==> src/rtl/csi_packet_parser.sv <==
// csi_packet_parser
//   Parses CSI-2 packet headers from lane-aligned 16-bit words
//   {lane0 byte, lane1 byte} (lane0 carries the earlier byte).
//   Short packets produce frame/line sync pulses; long packets produce a
//   byte-enabled payload stream. ECC is ignored and CRC bytes are dropped.
// Ports:
//   clk, reset        clock and synchronous active-high reset
//   word_in           aligned word {lane0[7:0], lane1[7:0]}
//   word_valid        high for the whole HS burst
//   pkt_valid         pulse when a complete header has been parsed
//   pkt_vc/dt/wc      virtual channel, data type, word count / short data
//   frame_start/end,
//   line_start/end    sync pulses for short packets DT 0x00..0x03
//   payload_data/be   payload word (earlier byte in [15:8]) and byte enables
//   payload_valid     payload_data/payload_be valid
//   payload_last      final payload word of a packet
//   pkt_err           pulse for a truncated packet or oversize word count
module csi_packet_parser #(
  parameter logic [15:0] MAX_WORD_COUNT = 16'd4096
) (
  input  logic        clk,
  input  logic        reset,
  input  logic [15:0] word_in,
  input  logic        word_valid,
  output logic        pkt_valid,
  output logic [1:0]  pkt_vc,
  output logic [5:0]  pkt_dt,
  output logic [15:0] pkt_wc,
  output logic        frame_start,
  output logic        frame_end,
  output logic        line_start,
  output logic        line_end,
  output logic [15:0] payload_data,
  output logic [1:0]  payload_be,
  output logic        payload_valid,
  output logic        payload_last,
  output logic        pkt_err
);

  typedef enum logic [1:0] {IDLE, HDR1, PAYLOAD, WAIT_END} state_t;

  state_t      state_q, state_d;
  logic [7:0]  di_q, di_d;
  logic [7:0]  wc_lo_q, wc_lo_d;
  logic [15:0] rem_q, rem_d;

  logic        pkt_valid_q, pkt_valid_d;
  logic [1:0]  pkt_vc_q, pkt_vc_d;
  logic [5:0]  pkt_dt_q, pkt_dt_d;
  logic [15:0] pkt_wc_q, pkt_wc_d;
  logic        frame_start_q, frame_start_d;
  logic        frame_end_q, frame_end_d;
  logic        line_start_q, line_start_d;
  logic        line_end_q, line_end_d;
  logic [15:0] payload_data_q, payload_data_d;
  logic [1:0]  payload_be_q, payload_be_d;
  logic        payload_valid_q, payload_valid_d;
  logic        payload_last_q, payload_last_d;
  logic        pkt_err_q, pkt_err_d;

  logic [15:0] wc_full;
  logic        is_short;

  always_comb begin
    state_d         = state_q;
    di_d            = di_q;
    wc_lo_d         = wc_lo_q;
    rem_d           = rem_q;
    pkt_valid_d     = 1'b0;
    pkt_vc_d        = pkt_vc_q;
    pkt_dt_d        = pkt_dt_q;
    pkt_wc_d        = pkt_wc_q;
    frame_start_d   = 1'b0;
    frame_end_d     = 1'b0;
    line_start_d    = 1'b0;
    line_end_d      = 1'b0;
    payload_data_d  = payload_data_q;
    payload_be_d    = '0;
    payload_valid_d = 1'b0;
    payload_last_d  = 1'b0;
    pkt_err_d       = 1'b0;

    wc_full  = {word_in[15:8], wc_lo_q};
    is_short = (di_q[5:0] < 6'h10);

    unique case (state_q)
      IDLE: begin
        if (word_valid) begin
          di_d    = word_in[15:8];
          wc_lo_d = word_in[7:0];
          state_d = HDR1;
        end
      end

      HDR1: begin
        if (word_valid) begin
          pkt_valid_d = 1'b1;
          pkt_vc_d    = di_q[7:6];
          pkt_dt_d    = di_q[5:0];
          pkt_wc_d    = wc_full;
          if (is_short) begin
            frame_start_d = (di_q[5:0] == 6'h00);
            frame_end_d   = (di_q[5:0] == 6'h01);
            line_start_d  = (di_q[5:0] == 6'h02);
            line_end_d    = (di_q[5:0] == 6'h03);
            state_d       = WAIT_END;
          end else if (wc_full == '0) begin
            state_d = WAIT_END;
          end else if (wc_full > MAX_WORD_COUNT) begin
            pkt_err_d = 1'b1;
            state_d   = WAIT_END;
          end else begin
            rem_d   = wc_full;
            state_d = PAYLOAD;
          end
        end else begin
          // Header cut short: report it, but never announce the packet.
          pkt_err_d = 1'b1;
          state_d   = IDLE;
        end
      end

      PAYLOAD: begin
        if (word_valid) begin
          payload_valid_d = 1'b1;
          payload_data_d  = word_in;
          if (rem_q > 16'd2) begin
            payload_be_d = 2'b11;
            rem_d        = rem_q - 16'd2;
          end else if (rem_q == 16'd2) begin
            payload_be_d   = 2'b11;
            payload_last_d = 1'b1;
            state_d        = WAIT_END;
          end else begin
            // Odd count: low byte of this word is the first CRC byte.
            payload_be_d   = 2'b10;
            payload_last_d = 1'b1;
            state_d        = WAIT_END;
          end
        end else begin
          pkt_err_d = 1'b1;
          state_d   = IDLE;
        end
      end

      WAIT_END: begin
        if (!word_valid) state_d = IDLE;
      end

      default: state_d = IDLE;
    endcase
  end

  always_ff @(posedge clk) begin
    if (reset) begin
      state_q         <= IDLE;
      di_q            <= '0;
      wc_lo_q         <= '0;
      rem_q           <= '0;
      pkt_valid_q     <= 1'b0;
      pkt_vc_q        <= '0;
      pkt_dt_q        <= '0;
      pkt_wc_q        <= '0;
      frame_start_q   <= 1'b0;
      frame_end_q     <= 1'b0;
      line_start_q    <= 1'b0;
      line_end_q      <= 1'b0;
      payload_data_q  <= '0;
      payload_be_q    <= '0;
      payload_valid_q <= 1'b0;
      payload_last_q  <= 1'b0;
      pkt_err_q       <= 1'b0;
    end else begin
      state_q         <= state_d;
      di_q            <= di_d;
      wc_lo_q         <= wc_lo_d;
      rem_q           <= rem_d;
      pkt_valid_q     <= pkt_valid_d;
      pkt_vc_q        <= pkt_vc_d;
      pkt_dt_q        <= pkt_dt_d;
      pkt_wc_q        <= pkt_wc_d;
      frame_start_q   <= frame_start_d;
      frame_end_q     <= frame_end_d;
      line_start_q    <= line_start_d;
      line_end_q      <= line_end_d;
      payload_data_q  <= payload_data_d;
      payload_be_q    <= payload_be_d;
      payload_valid_q <= payload_valid_d;
      payload_last_q  <= payload_last_d;
      pkt_err_q       <= pkt_err_d;
    end
  end

  assign pkt_valid     = pkt_valid_q;
  assign pkt_vc        = pkt_vc_q;
  assign pkt_dt        = pkt_dt_q;
  assign pkt_wc        = pkt_wc_q;
  assign frame_start   = frame_start_q;
  assign frame_end     = frame_end_q;
  assign line_start    = line_start_q;
  assign line_end      = line_end_q;
  assign payload_data  = payload_data_q;
  assign payload_be    = payload_be_q;
  assign payload_valid = payload_valid_q;
  assign payload_last  = payload_last_q;
  assign pkt_err       = pkt_err_q;

endmodule

==> config.mk <==
export PLATFORM = sky130hd
export DESIGN_NAME = csi_packet_parser
export DESIGN_NICKNAME = d
export VERILOG_FILES = /design/src/rtl/csi_packet_parser.sv
export SDC_FILE = /design/constraint.sdc
export NUM_CORES = 1
export LEC_CHECK = 0
export CAP_MARGIN = 20
export CELL_PAD_IN_SITES_DETAIL_PLACEMENT = 1
export CELL_PAD_IN_SITES_GLOBAL_PLACEMENT = 1
export CORE_ASPECT_RATIO = 1.1
export CORE_MARGIN = 5
export CORE_UTILIZATION = 49
export DETAILED_ROUTE_END_ITERATION = 12
export DONT_BUFFER_PORTS = 1
export PLACE_DENSITY_LB_ADDON = 0.05
export SLEW_MARGIN = 15
export SYNTH_ARGS = -nofsm -noshare
export SYNTH_HDL_FRONTEND = slang
export SYNTH_SLANG_ARGS = --single-unit
==> constraint.sdc <==
create_clock -name clk -period 6.1 [get_ports clk]
set_input_delay 1.22 -clock clk [delete_from_list [all_inputs] [get_ports clk]]
set_output_delay 1.22 -clock clk [all_outputs]
set_load 0.02 [all_outputs]
==> After elaboration in Yosys (flattened, before gate mapping) <==
Index checks and enable logic that the tools add are counted.
{ "word_totals": {"output_inout_bits": 50, "input_bits": 19, "word_cells": 80, "ff_bits": 84} }
{ "op_classes": {"n_addsub": 1, "magnitude_cmp": 3, "n_eq_ne": 16, "reduce_logical": 13, "mux": 26, "bitwise_logic": 4} }
{ "op_table": {"columns": ["operator", "n"], "rows": [
  ["2-to-1 mux 16 bit", 6],
  ["one-hot mux 16 bit (2 select lines)", 1],
  ["equality test 16 x 2 -> 1 bit (second input constant)", 1],
  ["greater-than comparator 16 x 13 -> 1 bit (second input constant)", 1],
  ["greater-than comparator 16 x 2 -> 1 bit (second input constant)", 1],
  ["zero test 16 bit", 1],
  ["inequality test 2 bit (second input constant)", 8],
  ["subtractor 16 x 2 -> 16 bit (second input constant)", 1],
  ["equality test 6 x 2 -> 1 bit (second input constant)", 2],
  ["2-to-1 mux 1 bit", 12],
  ["2-to-1 mux 2 bit", 5],
  ["one-hot mux 2 bit (4 select lines)", 1],
  ["AND reduction 7 bit", 1],
  ["equality test 6 x 1 -> 1 bit (second input constant)", 1],
  ["zero test 6 bit", 1],
  ["< comparator 6 x 5 -> 1 bit (second input constant)", 1],
  ["AND reduction 2 bit", 3],
  ["equality test 2 bit (second input constant)", 2],
  ["NOT 1 bit", 4],
  ["OR reduction 2 bit", 2],
  ["OR reduction 4 bit", 1],
  ["inequality test 3 bit (second input constant)", 1],
  ["AND reduction 3 bit", 1],
  ["OR reduction 3 bit", 1],
  ["other kinds (4)", 4]
]} }

==> Longest topological paths before layout <==
{ "depth": {"ltp_word": 6, "ltp_mapped": 9, "mapped_depth_nobuf": 7} }

==> Least setup slack after synthesis <==
OpenSTA, ideal clock, no wires.
{ "synth_timing": {"kind": "in2reg", "startpoint": "input port word_in[13]", "endpoint": "register rem_q[4]", "path_buffers": 1, "setup_slack_ps": 3096, "stages": 6, "t_arrival_ps": 2886, "setup_time_ps": 119, "required_time_ps": 5981, "cell_sequence": "or3_1 o21bai_4 a2111o_1 or2_1 buf_6 o221a_1"} }
{ "synth_via": {"elab_chain_len": 3, "word_cells_on_any_way": 5, "cone_classes": "1 x order compare; 2 x eq/ne; 2 x reduce/logical"} }
{ "synth_rtl": {"columns": ["element", "line", "source"], "rows": [
  ["from (decl)", "23", "input logic [15:0] word_in,"],
  ["greater-than comparator 16 x 13 -> 1 bit or zero test 16 bit (tied branches)", "109, 107", null],
  ["inequality test 2 bit (no line)", null, null],
  ["AND reduction 7 bit (no line) *", null, null],
  ["to (signal assigned)", "177", "rem_q <= rem_d;"],
  ["to (decl)", "45", "logic [15:0] rem_q, rem_d;"]
]} }
Every way passes the cells marked *; elsewhere a longest branch is shown, timed or not.
A chain may end at the register's enable or synchronous reset.

==> Worst setup path after layout <==
Ends and elaborated chain as after synthesis.

==> impl_metrics.toml <==
[timing]
rsz0062_at_grt = "no"
finalMaxSlewViolations = 0
setup_viol = 0
slew_headroom_pct = 30.4
hold_ws_ps = 457
hold_viol_final = 0
worst_slew_pin_slew_ps = 1040
post-route-period-util_pct = 51.1
fin_skew_ps = 13.2
max_freq_mhz = 321
fin_crit_ps = 3120
finalSetupTns_ps = 0

[routing]
post-route-drc-count = 0
wl_per_cell_um = 20.7
num_vias = 3289
drtIter0Drc = 149
viasPerCell = 6.14
drt_first_pass_iters = 4
antenna_left = 0
wl_mm = 11.1

[power]
peakVddDrop_mv = 0.157
p_leak_nw = 1.34
powerDensity_nw_per_um2 = 291

[synthesis]
syn_area_um2 = 3720
synth_flop_cell = "dfxtp_1"
avgSynthCellArea_um2 = 8.04
syn-num-nets = 488
synth_seq_area_share_pct = 45.2
synth_edf_count = 0
yosysWarnings = 0
async_flop_share_pct = 0
ys_types = 46
ys_ff_latch = 84
syn_inst = 463

[clock_tree]
insertion_delay_ps = 360
clkTransAtPathRegs_ps = 90
clockRootBuffer = "clkbuf_8"
hold_buffers = 0
h-tree-depth = 3
tritoncts = "built"
cts_setup_buffers = 0
numCtsBuffers = 9
clockBufferDepth = 2
cts_sinks = 84
cts-resized-gates = 0

[floorplan]
initial_utilization_pct = 50.1
rows = 33
dieArea_um2 = 9440
die_width_um = 93.1
die_h_um = 101
ios = 69
coreArea_um2 = 7430

[global_route]
grt_max_degree = 76
grt.busiest_layer = "met2"
grt_pass1_wl_mm = 18.0
grt_pass1_vias = 3473
grtUsageMet3_pct = 8.25
grt-ovfl-total = 0
grt_util_all_layers_pct = 24.5
grtUsageMet2_pct = 40.9
antenna_found_initial = 0
grt_util_met1_pct = 28.8

[cells_and_area]
fin_area_um2 = 3900
layout.nets = 469
area_delta_synth_final_pct = 4.84
antenna_cells = 0
final_common_cell = "nand2_1"
layout_common_cells = "129 x nand2_1, 84 x dfxtp_1, 71 x a21oi_1, 16 x nor2_1, 12 x nor3_1"
drive_gt1_share_pct = 7.57

[setup_path]
crit_arrival_ps = 3370
critPathCaptureType = "flop"
cp_max_fo = 18
cpPeakStageDelay_ps = 690
reg2reg_to = "rem_q[4]"
r2r_start = "state_q[0]"
reg2reg_slack_ps = 3320
start_kind = "input port"
cpMaxStageDelayCell = "a2111o_1"
critPathTopFamily = "compound AO/OA/AOI/OAI gates"
crit_type = "in -> reg"
worstPathRequired_ps = 6350
ff2ff_path_depth = 7
worstPathCellList = "or3_1 -> o21bai_4 -> a2111o_1 -> or2_1 -> o221a_1"
path_buf_inv = 0

[flow_run]
max_cap_viol_count = 0

[min_path]
hold_path_depth = 2
hold_path.class = "reg -> reg"
holdPathEnd = "pkt_vc[1]"
hold_start = "di_q[7]"

[placement]
dp.final_hpwl_mm = 7.64
portBuffers = 0
globalplace.congestion = 0.902
place_area_um2 = 3720

[status]
outcome = "completed"
## metal layers
metal  up-vias  part of all wire [%]
met5         -                     0
met4         0                   3.0
met1      1601                    42
li1       1578                     -
met3        26                   6.9
met2        84                    49
## sequential cells by signal, indices dropped and copies added (netlist names)
register       flops
payload_be         2
line_end           1
di_q               8
frame_start        1
pkt_dt             6
pkt_vc             2
pkt_err            1
payload_last       1
pkt_valid          1
frame_end          1
wc_lo_q            8
rem_q             16
payload_valid      1
line_start         1
payload_data      16
pkt_wc            16
state_q            2
## logic make-up after synthesis
group	count (synthesis)	share of synthesized area, %
buf+inv	42	4.44
mux	6	1.61
fa+ha+maj	6	2.02
simple gates	203	24.6
flops	84	45.2
compound gates	122	22.1
## final cells by class
type	instances	area [um^2]
repair buffers	2	15.0
clock inverters	6	46.3
fillers	893	3530
inverters	10	37.5
flip-flops and latches	84	1680
multi-input cells	337	1870
clock buffers	10	138
well taps	87	109
## cell usage after synthesis (all sizes together) (3+ instances only)
master,n,area share (%)
and3,3,0.50
nor2,16,1.6
nand2,129,13
mux2i,6,1.6
clkbuf,29,2.9
nor4,8,1.7
o32ai,9,3.9
nor2b,5,0.84
and2,3,0.50
and4,4,0.94
o21ai,11,1.5
dfxtp,84,45
inv,10,1.0
a21oi,71,9.5
a31oi,8,1.3
nor3,13,1.9
buf,3,0.50
o211ai,3,0.61
or3,8,1.3
nand3,6,0.81
ha,6,2.0
## where the power goes
group          switching [W]  total [W]  internal [W]
Clock               0.000218   0.000380      0.000162
Sequential         0.0000310   0.000599      0.000568
Combinational       0.000104   0.000156     0.0000526
Total               0.000353    0.00114      0.000782
## tightest hold or removal path, delay by kind of cell, from the launching register on
family             cells  cell delay (ps)
and+or+nand+nor        1               50
AOI/OAI and AO/OA      1               50
DFF                    1              320
## how the worst max path moves through the flow
stage / start / endpoint / slack, ps / depth (start not counted)
final: word_in[13] / rem_q[4] / 2980 / 5
after global routing: word_in[13] / rem_q[4] / 2930 / 5
after CTS: word_in[13] / rem_q[4] / 3010 / 5
after detailed placement: word_in[13] / rem_q[4] / 2620 / 5
after global placement: word_in[13] / rem_q[4] / 2660 / 5
after floorplan: word_in[13] / rem_q[4] / 3100 / 6
## metrics by stage
| stage | setup slack, ps | util [%] | total power (W) | cells |
|---|---|---|---|---|
| detailed placement | 2620 | 50.0 | 0.000767 | 520 |
| global route | 2930 | 52.5 | 0.00119 | 536 |
| global placement | 2660 | 50.0 | 0.000762 | 520 |
| CTS | 3010 | 52.5 | 0.00115 | 536 |
| finish | 2980 | 52.5 | 0.00114 | 536 |
| floorplan | 3100 | - | 0.000729 | 463 |
(Power assumes the default switching activity.)
